$ cat src/rtl/aes_ctrl_pkg.sv
// Shared types and helpers for the AES sequencing controller.
// State enum, job-type encodings and the beat-counter width helper.
package aes_ctrl_pkg;

    typedef enum logic [2:0] {
        StIdle,
        StKeyFetch,
        StKeyWait,
        StBlkFetch,
        StCoreStart,
        StCoreWait,
        StWrite,
        StError
    } aes_ctrl_state_t;

    localparam logic JOB_KEY  = 1'b1;
    localparam logic JOB_DATA = 1'b0;

    // Width needed to hold the larger of the two beat counts without wrapping.
    function automatic int unsigned beat_cnt_width(input int unsigned blk_beats,
                                                   input int unsigned key_beats);
        return $clog2(((blk_beats > key_beats) ? blk_beats : key_beats) + 1);
    endfunction

endpackage

$ cat src/rtl/aes_seq_ctrl_if.sv
// Handshake bundle between the AHB slave / cipher core and the sequencer.
// master: the sequencer itself; slave: the surrounding AHB slave and core.
interface aes_seq_ctrl_if;

    logic start;
    logic data_type;
    logic enc_dec;
    logic data_valid;
    logic out_ready;
    logic key_done;
    logic core_done;
    logic clear_err;

    logic opt_mode;
    logic key_shift_en;
    logic blk_shift_en;
    logic load_key;
    logic core_start;
    logic out_valid;
    logic out_shift_en;
    logic done_chg_key;
    logic blk_done;
    logic busy;
    logic error;

    modport master (
        input  start, data_type, enc_dec, data_valid, out_ready, key_done, core_done, clear_err,
        output opt_mode, key_shift_en, blk_shift_en, load_key, core_start, out_valid,
               out_shift_en, done_chg_key, blk_done, busy, error
    );

    modport slave (
        output start, data_type, enc_dec, data_valid, out_ready, key_done, core_done, clear_err,
        input  opt_mode, key_shift_en, blk_shift_en, load_key, core_start, out_valid,
               out_shift_en, done_chg_key, blk_done, busy, error
    );

endinterface

$ cat src/rtl/flex_counter.sv
// Up-counter with synchronous clear (priority) and count enable.
module flex_counter #(
    parameter int unsigned WIDTH = 4
) (
    input  logic             clk,
    input  logic             n_rst,
    input  logic             clear,
    input  logic             count_enable,
    output logic [WIDTH-1:0] count_out
);

    logic [WIDTH-1:0] count_q, count_d;

    // Next count: clear wins over enable.
    always_comb begin
        count_d = count_q;
        if (clear) begin
            count_d = '0;
        end else if (count_enable) begin
            count_d = count_q + 1'b1;
        end
    end

    // Count register.
    always_ff @(posedge clk or negedge n_rst) begin
        if (!n_rst) begin
            count_q <= '0;
        end else begin
            count_q <= count_d;
        end
    end

    assign count_out = count_q;

endmodule

$ cat src/rtl/aes_seq_ctrl.sv
// AES accelerator sequencer: counts key/block beats in, handshakes the core,
// counts result beats out and traps protocol errors.
// Optional macro AES_CTRL_TIMEOUT_EN adds a TIMEOUT_CYC watchdog on KEY_WAIT/CORE_WAIT.
module aes_seq_ctrl
    import aes_ctrl_pkg::*;
#(
    parameter int unsigned BEATS_PER_BLK = 4,
    parameter int unsigned KEY_BEATS     = 4,
    parameter int unsigned TIMEOUT_CYC   = 255
) (
    input logic           clk,
    input logic           n_rst,
    aes_seq_ctrl_if.master bus
);

    localparam int unsigned     CntW    = beat_cnt_width(BEATS_PER_BLK, KEY_BEATS);
    localparam logic [CntW-1:0] KeyLast = CntW'(KEY_BEATS - 1);
    localparam logic [CntW-1:0] BlkLast = CntW'(BEATS_PER_BLK - 1);

    aes_ctrl_state_t state_q, state_d;
    logic            opt_mode_q;
    logic            load_key_q;
    logic [CntW-1:0] beat_cnt;
    logic            beat_acc;
    logic            bad_start;
    logic            timeout;

    // A start outside IDLE/ERROR aborts the job and masks every strobe this cycle.
    assign bad_start = bus.start && (state_q != StIdle) && (state_q != StError);

    // Beat accepted in the current cycle (input beat or result beat).
    always_comb begin
        beat_acc = 1'b0;
        if (!bad_start) begin
            case (state_q)
                StKeyFetch, StBlkFetch: beat_acc = bus.data_valid;
                StWrite:                beat_acc = bus.out_ready;
                default:                beat_acc = 1'b0;
            endcase
        end
    end

`ifdef AES_CTRL_TIMEOUT_EN
    localparam int unsigned WaitW = $clog2(TIMEOUT_CYC + 1);
    logic [WaitW-1:0] wait_q, wait_d;
    logic             in_wait;

    assign in_wait = (state_q == StKeyWait) || (state_q == StCoreWait);
    assign timeout = in_wait && (wait_q == WaitW'(TIMEOUT_CYC - 1));

    // Wait counter restarts on every state change.
    always_comb begin
        wait_d = '0;
        if (in_wait && (state_d == state_q)) begin
            wait_d = wait_q + 1'b1;
        end
    end

    // Wait counter register.
    always_ff @(posedge clk or negedge n_rst) begin
        if (!n_rst) begin
            wait_q <= '0;
        end else begin
            wait_q <= wait_d;
        end
    end
`else
    logic unused_timeout_cfg;
    assign unused_timeout_cfg = ^TIMEOUT_CYC;
    assign timeout            = 1'b0;
`endif

    // Next-state decode.
    always_comb begin
        state_d = state_q;
        if (bad_start) begin
            state_d = StError;
        end else begin
            case (state_q)
                StIdle: begin
                    if (bus.start) begin
                        case (bus.data_type)
                            JOB_KEY:  state_d = StKeyFetch;
                            JOB_DATA: state_d = StBlkFetch;
                            default:  state_d = StBlkFetch;
                        endcase
                    end
                end
                StKeyFetch:  if (beat_acc && (beat_cnt == KeyLast)) state_d = StKeyWait;
                StKeyWait: begin
                    if (bus.key_done)  state_d = StIdle;
                    else if (timeout)  state_d = StError;
                end
                StBlkFetch:  if (beat_acc && (beat_cnt == BlkLast)) state_d = StCoreStart;
                StCoreStart: state_d = StCoreWait;
                StCoreWait: begin
                    if (bus.core_done) state_d = StWrite;
                    else if (timeout)  state_d = StError;
                end
                StWrite:     if (beat_acc && (beat_cnt == BlkLast)) state_d = StIdle;
                StError:     if (bus.clear_err) state_d = StIdle;
                default:     state_d = StIdle;
            endcase
        end
    end

    // Beat counter: cleared on every state entry, advanced per accepted beat.
    flex_counter #(
        .WIDTH(CntW)
    ) u_beat_cnt (
        .clk          (clk),
        .n_rst        (n_rst),
        .clear        (state_d != state_q),
        .count_enable (beat_acc),
        .count_out    (beat_cnt)
    );

    // State, latched job mode and the one-shot key-expansion request.
    always_ff @(posedge clk or negedge n_rst) begin
        if (!n_rst) begin
            state_q    <= StIdle;
            opt_mode_q <= 1'b0;
            load_key_q <= 1'b0;
        end else begin
            state_q    <= state_d;
            load_key_q <= (state_q == StKeyFetch) && (state_d == StKeyWait);
            if ((state_q == StIdle) && bus.start) begin
                opt_mode_q <= bus.enc_dec;
            end
        end
    end

    // Output decode; strobes are masked in the cycle of an illegal start.
    always_comb begin
        bus.key_shift_en = 1'b0;
        bus.blk_shift_en = 1'b0;
        bus.load_key     = 1'b0;
        bus.core_start   = 1'b0;
        bus.out_shift_en = 1'b0;
        bus.done_chg_key = 1'b0;
        bus.blk_done     = 1'b0;
        bus.busy         = (state_q != StIdle);
        bus.error        = (state_q == StError);
        bus.out_valid    = (state_q == StWrite);
        bus.opt_mode     = opt_mode_q && (state_q != StError);
        if (!bad_start) begin
            case (state_q)
                StKeyFetch:  bus.key_shift_en = bus.data_valid;
                StKeyWait: begin
                    bus.load_key     = load_key_q;
                    bus.done_chg_key = bus.key_done;
                end
                StBlkFetch:  bus.blk_shift_en = bus.data_valid;
                StCoreStart: bus.core_start   = 1'b1;
                StWrite: begin
                    bus.out_shift_en = bus.out_ready;
                    bus.blk_done     = bus.out_ready && (beat_cnt == BlkLast);
                end
                default: ;
            endcase
        end
    end

endmodule

$ cat src/flat_wrapper.sv
// flat-port wrapper written by rule: the top's interface ports become plain ports
module aes_seq_ctrl_flat import aes_ctrl_pkg::*;
#(
    parameter int unsigned BEATS_PER_BLK = 4,
    parameter int unsigned KEY_BEATS     = 4,
    parameter int unsigned TIMEOUT_CYC   = 255
)
  (clk, n_rst, bus_start, bus_data_type, bus_enc_dec, bus_data_valid, bus_out_ready, bus_key_done, bus_core_done, bus_clear_err, bus_opt_mode, bus_key_shift_en, bus_blk_shift_en, bus_load_key, bus_core_start, bus_out_valid, bus_out_shift_en, bus_done_chg_key, bus_blk_done, bus_busy, bus_error);
  aes_seq_ctrl_if bus_i ();
  input logic clk;
  input logic n_rst;
  input wire logic [$bits(bus_i.start)-1:0] bus_start;
  input wire logic [$bits(bus_i.data_type)-1:0] bus_data_type;
  input wire logic [$bits(bus_i.enc_dec)-1:0] bus_enc_dec;
  input wire logic [$bits(bus_i.data_valid)-1:0] bus_data_valid;
  input wire logic [$bits(bus_i.out_ready)-1:0] bus_out_ready;
  input wire logic [$bits(bus_i.key_done)-1:0] bus_key_done;
  input wire logic [$bits(bus_i.core_done)-1:0] bus_core_done;
  input wire logic [$bits(bus_i.clear_err)-1:0] bus_clear_err;
  output wire logic [$bits(bus_i.opt_mode)-1:0] bus_opt_mode;
  output wire logic [$bits(bus_i.key_shift_en)-1:0] bus_key_shift_en;
  output wire logic [$bits(bus_i.blk_shift_en)-1:0] bus_blk_shift_en;
  output wire logic [$bits(bus_i.load_key)-1:0] bus_load_key;
  output wire logic [$bits(bus_i.core_start)-1:0] bus_core_start;
  output wire logic [$bits(bus_i.out_valid)-1:0] bus_out_valid;
  output wire logic [$bits(bus_i.out_shift_en)-1:0] bus_out_shift_en;
  output wire logic [$bits(bus_i.done_chg_key)-1:0] bus_done_chg_key;
  output wire logic [$bits(bus_i.blk_done)-1:0] bus_blk_done;
  output wire logic [$bits(bus_i.busy)-1:0] bus_busy;
  output wire logic [$bits(bus_i.error)-1:0] bus_error;
  assign bus_i.start = bus_start;
  assign bus_i.data_type = bus_data_type;
  assign bus_i.enc_dec = bus_enc_dec;
  assign bus_i.data_valid = bus_data_valid;
  assign bus_i.out_ready = bus_out_ready;
  assign bus_i.key_done = bus_key_done;
  assign bus_i.core_done = bus_core_done;
  assign bus_i.clear_err = bus_clear_err;
  assign bus_opt_mode = bus_i.opt_mode;
  assign bus_key_shift_en = bus_i.key_shift_en;
  assign bus_blk_shift_en = bus_i.blk_shift_en;
  assign bus_load_key = bus_i.load_key;
  assign bus_core_start = bus_i.core_start;
  assign bus_out_valid = bus_i.out_valid;
  assign bus_out_shift_en = bus_i.out_shift_en;
  assign bus_done_chg_key = bus_i.done_chg_key;
  assign bus_blk_done = bus_i.blk_done;
  assign bus_busy = bus_i.busy;
  assign bus_error = bus_i.error;
  aes_seq_ctrl #(.BEATS_PER_BLK(BEATS_PER_BLK), .KEY_BEATS(KEY_BEATS), .TIMEOUT_CYC(TIMEOUT_CYC)) u_core (.clk(clk), .n_rst(n_rst), .bus(bus_i));
endmodule
$ cat config.mk
export PLATFORM = sky130hd
export DESIGN_NAME = aes_seq_ctrl_flat
export DESIGN_NICKNAME = d
export VERILOG_FILES = /design/src/rtl/aes_ctrl_pkg.sv /design/src/rtl/aes_seq_ctrl_if.sv /design/src/rtl/flex_counter.sv /design/src/rtl/aes_seq_ctrl.sv /design/src/flat_wrapper.sv
export SDC_FILE = /design/constraint.sdc
export NUM_CORES = 1
export LEC_CHECK = 0
export CAP_MARGIN = 20
export CORE_UTILIZATION = 35
export CTS_CLUSTER_SIZE = 40
export DETAILED_ROUTE_END_ITERATION = 7
export PLACE_DENSITY = 0.74
export SYNTH_ARGS = -nofsm -noshare
export SYNTH_HDL_FRONTEND = slang
export SYNTH_SLANG_ARGS = --single-unit
export TNS_END_PERCENT = 50
$ cat constraint.sdc
create_clock -name clk -period 1.8 [get_ports clk]
set_input_delay 0.36 -clock clk [delete_from_list [all_inputs] [get_ports clk]]
set_output_delay 0.36 -clock clk [all_outputs]
set_load 0.05 [all_outputs]
Word-level counts from Yosys, hierarchy flattened
Cells that the tools add are included.

Muxes and demuxes: 28. $add $sub $neg: 1. Bitwise gates (word level): 1. Reduce and logical (&&, ||, !) cells: 11. Eq/ne operators: 11.

Operators by type and width (count): $mux W3 (10); $pmux W3 S8 (1); $mux W1 (15); $eq A3 B2 Y1 const B (4); $eq A3 B3 Y1 const B (4); $logic_and A1 B1 Y1 (7); $pmux W3 S2 (1); $add A3 B1 Y3 const B (1); $eq A3 B1 Y1 const B (1); $logic_not A3 Y1 (1); $ne A3 B3 Y1 (1); $ne A3 B3 Y1 const B (1); $reduce_bool A3 Y1 (1); $pmux W1 S2 (1); $reduce_bool A2 Y1 (1); $reduce_or A2 Y1 (1); $not A1 Y1 (1).

Word-level logic and storage cells: 56. Bits in registers: 8. Output and inout port bits: 11. Input port bits: 10.

Depth between registers and ports, before layout
Depth after elaboration: 10. Mapped depth: 6. Mapped depth without buffers: 6.

By module
From an unflattened synthesis, not the netlist that was laid out.

Cells, all modules: 75. Area total of the unflattened synthesis: 668.1 um^2.

Modules (own cells, without submodules): aes_seq_ctrl (sequential area each 125.1 um^2, cells an instance 64, instances 1, area an instance 531.8 um^2); flex_counter (sequential area each 75.1 um^2, cells an instance 11, instances 1, area an instance 136.4 um^2).

Worst setup path after synthesis
OpenSTA, ideal clock, no wires.

Path kind: reg-to-output. From: register u_core.state_q[0]. To: output port bus_core_start. Data arrival time: 1861 ps. Buffers on the path: 1. Required time: 1440 ps. Slack: -421 ps. Cell stages (with the launch flop): 4. Cell sequence: dfrtp_1 buf_4 or2b_1 nor3_1.

Word-level cells in the longest chain between the ends: 4. Elaborated cells between the ends (all ways): 7. Classes of those cells: 2 x eq/ne; 2 x mux; 3 x reduce/logical.

Ends and longest elaborated chain: start, declared (line aes_seq_ctrl.sv:20) `aes_ctrl_state_t state_q, state_d;`; start signal, assigned (line aes_seq_ctrl.sv:121) `state_q <= StIdle;`; start signal, assigned (line aes_seq_ctrl.sv:125) `state_q <= state_d;`; $reduce_bool A3 Y1 (line aes_seq_ctrl.sv:29) `assign bad_start = bus.start && (state_q != StIdle) && (state_q != StError);`; $logic_and A1 B1 Y1 (2 in series) (line aes_seq_ctrl.sv:29); $mux W1 (*) (line aes_seq_ctrl.sv:146) `if (!bad_start) begin`; end, declared (line flat_wrapper.sv:24) `output wire logic [$bits(bus_i.core_start)-1:0] bus_core_start;`.

Every way passes the cells marked *; elsewhere a longest branch is shown, timed or not.

Final worst setup path
From: register u_core.u_beat_cnt.count_q[0] (netlist: u_core.u_beat_cnt.count_out[0]). To: output port bus_blk_done.

Word-level cells in the longest chain between the ends: 4.

Ends and longest elaborated chain: start, declared (line flex_counter.sv:12) `logic [WIDTH-1:0] count_q, count_d;`; start signal, assigned (line flex_counter.sv:29) `count_q <= count_d;`; $eq A3 B2 Y1 (line aes_seq_ctrl.sv:157) `bus.blk_done = bus.out_ready && (beat_cnt == BlkLast);`; $logic_and A1 B1 Y1 (line aes_seq_ctrl.sv:157); $mux W1 (line aes_seq_ctrl.sv:147) `case (state_q)`; $mux W1 (line aes_seq_ctrl.sv:146); end, declared (line flat_wrapper.sv:28) `output wire logic [$bits(bus_i.blk_done)-1:0] bus_blk_done;`.

Every way passes these cells.

==> metrics.txt <==
DIE WIDTH=46.6 microns; crit path launch type=flop; area delta synth->final=79.0%; Static Leakage=0.539 nW; crit path kind=reg2out; ANT nets after route=0; Skew-Pair Late Insertion Delay=0.25 ns; slowest stage delay, CP=0.39 ns; Fin. Hold Viols=0; CTS root buffer=clkbuf_4; total track usage=25.5%; number of CTS-inserted buffers=3; 1st-pass router iterations=4; status=finished with violations; EDFF count, synth=0; GRT overflow=0; Slew @ Worst Pin=0.370 ns; Yosys cell types=40; HP Class=in2async; Arr. time, crit path=1.59 ns; Register Area=203 sq um; Synth Net Count=97; Top FF cell, synth=dfrtp_1; failing checks=negative setup slack; Via Count=817; Ys Warns=0; initial antenna violation count=0; Buffers on Ports=20; Mapped Area=697 sq um; row cnt=15; Final Cycle Share=108%; DP HPWL=1710 microns; r2r setup slk=-0.07 ns; Max-Cap Viols=0; nets@finish=135; Top Family by Delay on Critical Path=flip-flops; VDD IR max=0.943 mV; Final Routed Wirelength=2320 microns; RSZ-0062 raised after global routing=true; CP required=1.44 ns; buffer and inverter count on the worst path=2; CP Cell Sequence=ha_2 > ha_4 > and4b_1 > nor2b_4 > buf_6 > buf_12; Mapped Avg Cell Area=8.20 sq um; CTS sink cnt=8; Synth Instances=85; relative slew slack=75.0%; endpoints failing setup=5; largest net degree at the start of global routing=16; worst-path fanout max=3; count of pins over their slew limit=0; Ports=21; async set or reset register ratio after synthesis=100%; TNS Setup=-0.288 ns; share of cells above drive strength 1=43.0%; Iter 0 DRT Violations=10; setup ws final=-0.151 ns; CP max-delay cell=dfrtp_1; Multi-input gate area=507 sq um; Filler Cell Count=139; PwrDens=1370 nW/um^2; core area=1800 sq um; number of diodes=0; Fmax=513 MHz; sequential area share after synthesis=28.7%; first-pass GRT wire length=3830 microns; WL/cell=15.9 microns; Tmin final=1.95 ns; Die Y-Extent=46.6 microns; drt via density=5.60; vias in the first global route=830; initial core utilization=38.7%; die area=2170 sq um; Synth Register Bits=8; fin util=69.2%; gpl congestion=0.897; Critical Path Sink Type=output port; htree depth=1; DRC Markers=0; worst clock skew=0.00103 ns; clock buffer depth=2; clk slew on worst S/H paths=0.05 ns; CTS tree=built; CTS Hold Bufs=0
synthesized netlist by cell type, types with 2 or more instances:
master	number	area, sq um
a21oi_1	7	35.0
and3_1	3	18.8
and4b_1	2	20.0
buf_2	2	10.0
clkbuf_1	3	11.3
dfrtp_1	8	200
ha_1	2	25.0
inv_1	4	15.0
nand2_1	9	33.8
nor2_1	6	22.5
nor2b_1	4	25.0
nor3_1	4	20.0
o21ai_0	3	15.0
o32ai_1	2	17.5
final timing paths:
kind / from / end / depth (start not counted)
worst min-delay path: n_rst / u_core.load_key_q / 1
min in group clk: u_core.opt_mode_q / u_core.opt_mode_q / 1
max in group asynchronous: n_rst / u_core.state_q[0] / 1
worst min register to register: u_core.opt_mode_q / u_core.opt_mode_q / 1
worst max-delay path: u_core.u_beat_cnt.count_out[0] / bus_blk_done / 6
worst max register to register: u_core.u_beat_cnt.count_out[0] / u_core.u_beat_cnt.count_out[2] / 6
per-layer routing:
layer  global-route usage, %  up-vias  share of wire [%]
met5                       0        -                  0
met4                    15.4        0                4.4
met3                    3.92       13                5.3
met2                    44.2       42                 53
met1                    28.9      380                 37
li1                        -      382                  -
repair_timing:
| action | CTS | global route |
|---|---|---|
| pin swaps | 5 | 4 |
| gates cloned | 0 | 0 |
| setup buffers | 4 | 1 |
| setup endpoints to repair | 11 | 12 |
| resized for setup | 15 | 4 |
flip-flops by register name, indices dropped and copies added, names as in the netlist:
signal	flops
u_core.u_beat_cnt.count_out	3
u_core.state_q	3
u_core.opt_mode_q	1
u_core.load_key_q	1
layout by cell type (no fill, tap or decap), types with 2 or more instances in the layout:
| cell type | n |
|---|---|
| nor2_1 | 5 |
| dfrtp_1 | 6 |
| nor3_1 | 2 |
| nor2b_4 | 3 |
| inv_1 | 4 |
| buf_4 | 17 |
| buf_12 | 9 |
| and3_4 | 2 |
| buf_6 | 4 |
| dfrtp_2 | 2 |
| nor3_2 | 2 |
| nand2_1 | 8 |
| clkbuf_4 | 3 |
| clkdlybuf4s50_1 | 7 |
| o21ai_0 | 3 |
| and4b_1 | 2 |
| a21oi_1 | 7 |
layout make-up:
cell class | instances | share of cell area [%]
tap | 25 | 2.51
multi-input combinational | 66 | 40.6
clock buffer | 3 | 1.81
sequential | 8 | 16.2
timing repair buffer | 40 | 37.6
inverter | 4 | 1.20
logic make-up (layout without fill, tap and decap cells):
kind of cell / Yosys count / in the layout / synth area share, %
simple gates: 38 / 38 / 32.9
compound gates: 23 / 23 / 22.6
xor+xnor: 1 / 1 / 1.26
buf+inv: 11 / 47 / 7.90
flops: 8 / 8 / 28.7
fa+ha+maj: 2 / 2 / 3.59
mux: 2 / 2 / 3.05
through the flow:
step	worst slack (ns)	power [mW]	cell area, sq um	instances	hold WS [ns]
3_5_place_dp	-0.281	1.46	1130	139	0.503
4_1_cts	-0.161	1.68	1230	145	0.389
5_1_grt	-0.207	1.81	1250	146	0.413
3_3_place_gp	-0.204	1.43	1130	139	0.490
6_report	-0.151	1.71	1250	146	0.392
2_1_floorplan	-0.212	0.990	717	85	0.0644
worst reg2reg max path, cell delays in order (launching register included):
cell and delay [ns]:
dfrtp_1 0.39, ha_2 0.20, ha_4 0.16, and4b_1 0.19
o32ai_1 0.39, o2bb2ai_1 0.18, nor4b_2 0.27
where the power goes:
part           switching, mW  leakage [nW]  internal, mW  total [mW]
combinational          0.682         0.427         0.596        1.28
clock                 0.0550        0.0138        0.0759       0.131
sequential            0.0653        0.0986         0.237       0.302
total                  0.802         0.539         0.909        1.71
(Power assumes the default switching activity.)
